===== src/rtl/down_counter.sv =====
// Loadable, cascadable down-counter for the HDMI TX timing chain.
// Counts a loaded value down to zero, pulses TC_out, then reloads (periodic) or stops (one-shot).
module down_counter #(
    parameter int unsigned width  = 8,
    parameter int unsigned RELOAD = 250
) (
    input  logic             clock,
    input  logic             MR_n,
    input  logic             CEP,
    input  logic             PE_n,
    input  logic [width-1:0] Dn,
    input  logic             auto_reload,
    output logic [width-1:0] Qn_out,
    output logic             TC_out,
    output logic             busy
);

    localparam logic [width-1:0] RELOAD_VAL = width'(RELOAD);

    typedef enum logic [1:0] {
        IDLE = 2'd0,
        RUN  = 2'd1,
        DONE = 2'd2
    } state_e;

    state_e           state_q, state_d;
    logic [width-1:0] count_q, count_d;
    logic [width-1:0] reload_q, reload_d;
    logic             tc_q, tc_d;

    logic load;
    logic count_en;
    logic terminal;

    assign load     = !PE_n;
    assign count_en = (state_q == RUN) && CEP && !load;
    // A load always wins over a terminal count on the same edge.
    assign terminal = count_en && (count_q == '0);

    // NOTE: sequential state uses non-blocking (<=) so every flop samples pre-edge values.
    always_ff @(posedge clock or negedge MR_n) begin
        if (!MR_n) begin
            state_q <= IDLE;
        end else begin
            state_q <= state_d;
        end
    end

    // NOTE: every signal written here gets a default first, so no latch is inferred.
    always_comb begin
        state_d = state_q;
        if (load) begin
            state_d = RUN;
        end else if (terminal && !auto_reload) begin
            state_d = DONE;
        end
    end

    always_comb begin
        busy = (state_q == RUN);
    end

    always_comb begin
        count_d  = count_q;
        reload_d = reload_q;
        tc_d     = 1'b0;
        if (load) begin
            count_d  = Dn;
            reload_d = Dn;
        end else if (terminal) begin
            tc_d = 1'b1;
            if (auto_reload) begin
                count_d = reload_q;
            end
        end else if (count_en) begin
            count_d = count_q - width'(1);
        end
    end

    always_ff @(posedge clock or negedge MR_n) begin
        if (!MR_n) begin
            count_q  <= '0;
            reload_q <= RELOAD_VAL;
            tc_q     <= 1'b0;
        end else begin
            count_q  <= count_d;
            reload_q <= reload_d;
            tc_q     <= tc_d;
        end
    end

    assign Qn_out = count_q;
    assign TC_out = tc_q;

endmodule


===== config.mk =====
export PLATFORM = sky130hd
export DESIGN_NAME = down_counter
export DESIGN_NICKNAME = d
export VERILOG_FILES = /design/src/rtl/down_counter.sv
export SDC_FILE = /design/constraint.sdc
export NUM_CORES = 1
export LEC_CHECK = 0
export CELL_PAD_IN_SITES_DETAIL_PLACEMENT = 0
export CELL_PAD_IN_SITES_GLOBAL_PLACEMENT = 1
export CORE_MARGIN = 2
export CORE_UTILIZATION = 40
export CTS_CLUSTER_SIZE = 25
export DETAILED_ROUTE_END_ITERATION = 10
export HOLD_SLACK_MARGIN = 0.08
export PLACE_DENSITY_LB_ADDON = 0.1
export SYNTH_ARGS = -nofsm -noshare
export SYNTH_HDL_FRONTEND = slang
export SYNTH_SLANG_ARGS = --single-unit

===== constraint.sdc =====
create_clock -name clock -period 5.85 [get_ports clock]
set_clock_uncertainty 0.2 [all_clocks]
set_input_delay 0.585 -clock clock [delete_from_list [all_inputs] [get_ports clock]]
set_output_delay 0.585 -clock clock [all_outputs]
set_load 0.05 [all_outputs]

# Yosys cells after proc, flatten, opt, wreduce, memory -nomap -nowiden
# Index checks and enable logic that the tools add are counted.
# op_classes
addsub	1
eq_ne	4
n_mux	8
n_reduce_logical	7
# ops
op	count
8-bit 2-to-1 mux	4
8-bit logical NOT	1
8-bit by 1-bit subtractor with 8-bit output, second input constant	1
1-bit logical AND	4
2-bit 2-to-1 mux	2
3-bit by 1-bit inequality test with 1-bit output, second input constant	1
3-bit inequality test, second input constant	1
2-bit by 1-bit equality test with 1-bit output, second input constant	1
1-bit 2-to-1 mux	2
2-bit by 1-bit inequality test with 1-bit output, second input constant	1
2-bit AND reduction	1
1-bit logical NOT	1
# word_totals
register_bits	19
in_bits	13
out_inout_bits	10
wordCells	24

# Logic depth before layout (Yosys ltp)
# Gate-level depths: netlist (run 1).
# logic_depth
depth_word	7
depth_mapped	7
depth_no_buf	7

# Worst setup path before layout (run 1)
# OpenSTA, ideal clock, no wires.
# synth_path
kind	reg-to-reg
start	register count_q[0] (netlist: Qn_out[0])
end	register count_q[4] (netlist: Qn_out[4])
setup_ns	0.136
t_arrival_ns	2.015
t_required_ns	5.514
setup_slack_ns	3.499
stages_incl_launch_ff	8
n_path_buf	0
synth_period_minus_slack_ns	2.351
path_cell_list	dfrtp_1 > inv_1 > ha_1 > nand4b_1 > nor4b_2 > mux2_2 > a31oi_1 > o21ai_0
# synth_between
elab_chain_cells	4
word_cells_on_any_way	9
classes_between	add/sub: 1; eq/ne: 2; mux: 3; reduce/logical: 3
# synth_lines
item	line	rtl
start: declaration	27	logic [width-1:0] count_q, count_d;
start signal: assignment	86	count_q <= count_d;
8-bit by 1-bit subtractor with 8-bit output or 8-bit logical NOT (tied branches)	76, 38	
8-bit 2-to-1 mux or 1-bit logical AND (tied branches)	75, 38	
8-bit 2-to-1 mux, or another cell as far along	70	end else if (terminal) begin
8-bit 2-to-1 mux or 2-bit AND reduction (tied branches)	--	
# Parallel ways exist; a longest one is shown, timed or not. The select of a mux whose other input is x is not followed.
# A chain may end at the register's enable or synchronous reset.

# Final worst setup path (run 1)
# layout_path
start	input port PE_n
end	register count_q[4] (netlist: Qn_out[4])
# layout_between
elab_chain_cells	4
word_cells_on_any_way	7
classes_between	eq/ne: 2; mux: 2; reduce/logical: 3
# layout_lines
item	line	rtl
start: declaration	10	input logic PE_n,
1-bit logical AND	36	assign count_en = (state_q == RUN) && CEP && !load;
1-bit logical AND	38	assign terminal = count_en && (count_q == '0);
3-bit by 1-bit inequality test with 1-bit output (no source line), or another cell as far along	--	
2-bit AND reduction (no source line) or 8-bit 2-to-1 mux (tied branches)	--	
# Parallel ways exist; a longest one is shown, timed or not.

==> results of run 1 <==
[power groups by stage]
stage / combinational, uW / clock (uW) / sequential [uW]
final: 119 / 68.5 / 165
after global routing: 130 / 75.6 / 167
after CTS: 121 / 71.1 / 165
after detailed placement: 120 / 0 / 167
after global placement: 120 / 0 / 167
after floorplan: 48.8 / 0 / 196
[cell type report]
cell class | count | area, um^2
inverter | 6 | 22.5
timing repair buffer | 22 | 220
clock inverter | 1 | 5.00
fill | 278 | 1320
multi-input combinational | 89 | 578
sequential | 19 | 483
clock buffer | 3 | 22.5
tap | 31 | 38.8
[logic make-up after synthesis]
group	synth area share, %
AO/OA/AOI/OAI	19.5
adder cells (fa/ha/maj)	2.27
flip-flops	43.8
multiplexers	2.95
buffers and inverters	3.74
XOR/XNOR	0.795
AND/OR/NAND/NOR	26.9
[registers in the layout, summed over array words and instances, names as in the netlist]
signal / cells
reload_q: 8
TC_out: 1
Qn_out: 8
state_q: 2
[through the flow]
stage	setup slack [ps]	std cells	total power, uW
2_1_floorplan	3500	117	245
3_3_place_gp	2570	167	287
3_5_place_dp	2500	167	288
4_1_cts	2840	171	357
5_1_grt	2650	171	372
6_report	2830	171	353
[routing by layer]
layer	GRT usage, %	up-vias	wire, um
met1	22.9	437	1170
met2	26.9	18	1150
met5	0	-	0
li1	-	465	-
met4	3.06	0	16
met3	4.84	2	98
[synth_stat cells (2+ instances only)]
| cell | n |
|---|---|
| buf_4 | 2 |
| inv_1 | 6 |
| ha_1 | 2 |
| o21ai_0 | 8 |
| nand2_1 | 17 |
| a21oi_1 | 7 |
| dfstp_2 | 6 |
| o21a_1 | 2 |
| o211ai_1 | 2 |
| a31oi_1 | 4 |
| mux2_2 | 2 |
| nand2b_1 | 4 |
| dfrtp_1 | 13 |
| o22ai_1 | 3 |
| a21o_1 | 4 |
| and3b_1 | 2 |
| nor2_1 | 6 |
| nor2b_1 | 5 |
| nand3_1 | 2 |
[worst paths after layout]
kind,startpoint,endpoint,slack [ps],cells past startpoint
worst max-delay path,PE_n,Qn_out[4],2830,6
worst min-delay path,reload_q[1],reload_q[1],280,2
worst max register to register,Qn_out[0],Qn_out[4],3440,7
worst min register to register,reload_q[1],reload_q[1],280,2
max in group asynchronous,MR_n,Qn_out[3],4330,1
min in group asynchronous,MR_n,state_q[0],570,1
[critical path, cell delays in order]
cell and delay, ps:
clkdlybuf4s50_1 1130, and2b_1 310, nor4b_2 340, mux2_2 380, a31oi_1 150, o21ai_0 90
==> impl_metrics.json, run 1 <==
{
  "port_buffers": 22,
  "overflow": 0,
  "post-route-min-period_ps": 3020,
  "drt_drc_violations_left": 0,
  "synth-seq-cells": 19,
  "fin_tns_setup_ps": 0,
  "clock_latency_ps": 300,
  "synth-edff-count": 0,
  "ctsHoldBuffers": 0,
  "critPathRequiredTime_ps": 5830,
  "max-slew-margin-rel_pct": 32.5,
  "gp_congestion": 0.775,
  "vias_per_cell": 5.39,
  "rows": 19,
  "vias": 922,
  "wl_per_cell_um": 14.2,
  "crit_path_max_fanout": 32,
  "cts_tree": "yes",
  "start_util_pct": 41.0,
  "hold_violations": 0,
  "io_pins": 23,
  "area_delta_synth_final_pct": 24.3,
  "maxCapViolations": 0,
  "antenna_cells": 0,
  "synth_area_mm2": 0.00110,
  "dieArea_mm2": 0.00319,
  "post-route-period-util_pct": 51.6,
  "p_leak_uw": 0.000606,
  "p_per_area_mw_per_mm2": 257,
  "final_util_pct": 51.0,
  "die_w_um": 56.5,
  "firstDrtPassIters": 4,
  "cts_buffers": 3,
  "status": "complete, no violations",
  "antenna_found_initial": 0,
  "track_usage_pct": 16.8,
  "start_kind": "input port",
  "pwr-share-seq_pct": 46.7,
  "synth.largest_area_cell": "dfrtp_1",
  "swShare_pct": 37.7,
  "synthFlopType": "dfrtp_1",
  "antenna_left": 0,
  "cts_setup_buffers": 0,
  "cts_resized": 0,
  "drt-initial-drc-count": 22,
  "grt_max_degree": 33,
  "comb_power_share_pct": 33.9,
  "end_kind": "flip-flop",
  "path_clk_slew_ps": 120,
  "drv_slew": 0,
  "critPathArrivalTime_ps": 2990,
  "clock_path_buffers": 2,
  "hpwl_mm": 1.76,
  "die_h_um": 56.5,
  "setup_viol": 0,
  "max-vdd-ir-drop_mv": 0.146,
  "clock_sinks": 19,
  "syn_inst": 117,
  "min_path_type": "flip-flop to flip-flop",
  "layout.nets": 156,
  "drt_wl_total_mm": 2.44,
  "path_class": "input port to flip-flop",
  "synthDistinctLibCells": 39,
  "first_global_vias": 888,
  "htree_levels": 1,
  "synthTopCellsByArea": "dfrtp_1, dfstp_2, nand2_1, o21ai_0, a21oi_1",
  "seq_area_frac_synth_pct": 43.8,
  "mostFrequentLayoutCells": "clkdlybuf4s50_1, nand2_1, dfrtp_1",
  "avgSynthCellArea_um2": 9.42,
  "synth_top_area_share_pct": 29.5,
  "rsz0062_at_grt": "no",
  "core_area_mm2": 0.00269,
  "fmax_ghz": 0.331,
  "internal-power_uw": 220,
  "synth_nets": 132,
  "grt_pass1_wl_mm": 4.20,
  "clkPwrFrac_pct": 19.4,
  "synthArstFlopShare_pct": 100,
  "tightest_slew_ps": 1010,
  "ys_warn_count": 0,
  "cts_root_buf": "clkbuf_4",
  "final_common_cell": "clkdlybuf4s50_1",
  "fin_area_mm2": 0.00137,
  "switching_power_uw": 133,
  "place_area_mm2": 0.00134,
  "holdWs_ps": 279,
  "drive_gt1_share_pct": 12.9
}
Note: power is estimated with default switching activity, not from simulation.
==> run 2, diff against run 1 <==
- CORE_UTILIZATION: 40 -> 34
- clock period: 5.85 -> 2.7 ns (I/O delays scaled with it)
==> run 2 against run 1 <==
Against the previous run:
- register-to-register slack worse by 3100 ps
- die area is 16% higher
- worst hold slack worse by 190 ps
- critical endpoint unchanged
==> impl_metrics.json, run 2 (synthesized netlist as in run 1, its figures left out) <==
{
  "port_buffers": 22,
  "maxCapViolations": 0,
  "first_global_vias": 953,
  "layoutNonFillerInstCount": 187,
  "core_area_mm2": 0.00308,
  "p_per_area_mw_per_mm2": 550,
  "end_kind": "flip-flop",
  "rows": 20,
  "cts_setup_buffers": 0,
  "fmax_ghz": 0.430,
  "post-route-period-util_pct": 86.2,
  "antenna_cells": 0,
  "critPathRequiredTime_ps": 2690,
  "rsz0062_at_grt": "no",
  "r2r.worst_path.cells": 7,
  "r2r-start": "Qn_out[0]",
  "post-route-min-period_ps": 2330,
  "io_pins": 23,
  "crit_path_max_fanout": 6,
  "drt-initial-drc-count": 36,
  "grt_max_degree": 20,
  "cts_root_buf": "clkbuf_4",
  "clock_sinks": 19,
  "final_common_cell": "clkdlybuf4s50_1",
  "start_kind": "flip-flop",
  "clock_latency_ps": 310,
  "path_class": "flip-flop to flip-flop",
  "hpwl_mm": 1.84,
  "cts_tree": "yes",
  "drt_drc_violations_left": 0,
  "layout.nets": 159,
  "path_clk_slew_ps": 120,
  "firstDrtPassIters": 4,
  "reg2reg_to": "Qn_out[4]",
  "dpl.cell_count": 183,
  "htree_levels": 1,
  "max-slew-margin-rel_pct": 66.2,
  "drv_slew": 0,
  "pre_cts_ws_ps": 366,
  "setup_viol": 0,
  "drive_gt1_share_pct": 14.0,
  "max-vdd-ir-drop_mv": 0.213,
  "cts_resized": 0,
  "setup_ws_ps": 374,
  "drt_wl_total_mm": 2.57,
  "wl_per_cell_um": 13.7,
  "die_h_um": 60.9,
  "vias_per_cell": 5.03,
  "overflow": 0,
  "cts_buffers": 3,
  "fin_tns_setup_ps": 0,
  "vias": 941,
  "track_usage_pct": 16.1,
  "hold_violations": 0,
  "die_w_um": 60.9,
  "dieArea_mm2": 0.00371,
  "ctsHoldBuffers": 0,
  "antenna_left": 0,
  "critPathArrivalTime_ps": 2310,
  "antenna_found_initial": 0,
  "min_path_type": "input port to asynchronous set/reset pin",
  "start_util_pct": 35.8,
  "area_delta_synth_final_pct": 27.7,
  "clock_path_buffers": 2,
  "grt_pass1_wl_mm": 4.40,
  "gp_congestion": 0.785,
  "tightest_slew_ps": 505,
  "p_leak_uw": 0.000618,
  "rrSetupSlack_ps": 370,
  "mostFrequentLayoutCells": "clkdlybuf4s50_1, nand2_1, dfrtp_1",
  "status": "complete, no violations"
}
## run 2: report_power, final
group | leakage [uW] | internal, uW | total (uW) | switching (uW)
registers | 0.000220 | 321 | 356 | 35.5
clock network | 0.0000150 | 57.6 | 154 | 96.4
logic | 0.000383 | 103 | 264 | 161
## run 2: worst max path at each step
stage,endpoint,slack (ps),startpoint
final,Qn_out[4],370,Qn_out[0]
after global routing,Qn_out[4],130,Qn_out[0]
after CTS,Qn_out[4],340,Qn_out[0]
after detailed placement,Qn_out[4],370,Qn_out[0]
after global placement,Qn_out[4],460,PE_n
after floorplan,Qn_out[4],350,Qn_out[0]
## run 2: cell type report
class	count	area [um^2]
multi-input combinational	89	578
clock buffer	4	26.3
fill	305	1670
timing repair buffer	25	243
sequential	19	483
inverter	6	22.5
tap	44	55.1
## run 2: metrics by stage
step / hold slack (ps) / cell area [um^2] / power (uW) / util, %
finish: 86.4 / 1410 / 775 / 45.7
global route: 113 / 1410 / 818 / 45.7
CTS: 97.8 / 1410 / 782 / 45.7
detailed placement: 264 / 1380 / 627 / 44.9
global placement: 254 / 1380 / 627 / 44.9
floorplan: -226 / 1100 / 531 / -
## run 2: critical path: stages, from the launching register on
cell and delay [ps]:
dfrtp_1 450, inv_1 120, ha_1 240, nand4b_1 180, nor4b_2 390, mux2_2 380
a31oi_1 160, o21ai_0 90
## run 2: metal layers
metal | track usage (%) | routed length (um)
met5 | 0 | 0
met1 | 21.0 | 1240
met3 | 1.92 | 119
met2 | 27.5 | 1180
met4 | 5.59 | 28
==> run 3, diff against run 2 <==
- CAP_MARGIN: not set -> 0
==> results of run 3 <==
The final DEF is identical to that of run 2; final timing and power are the same.
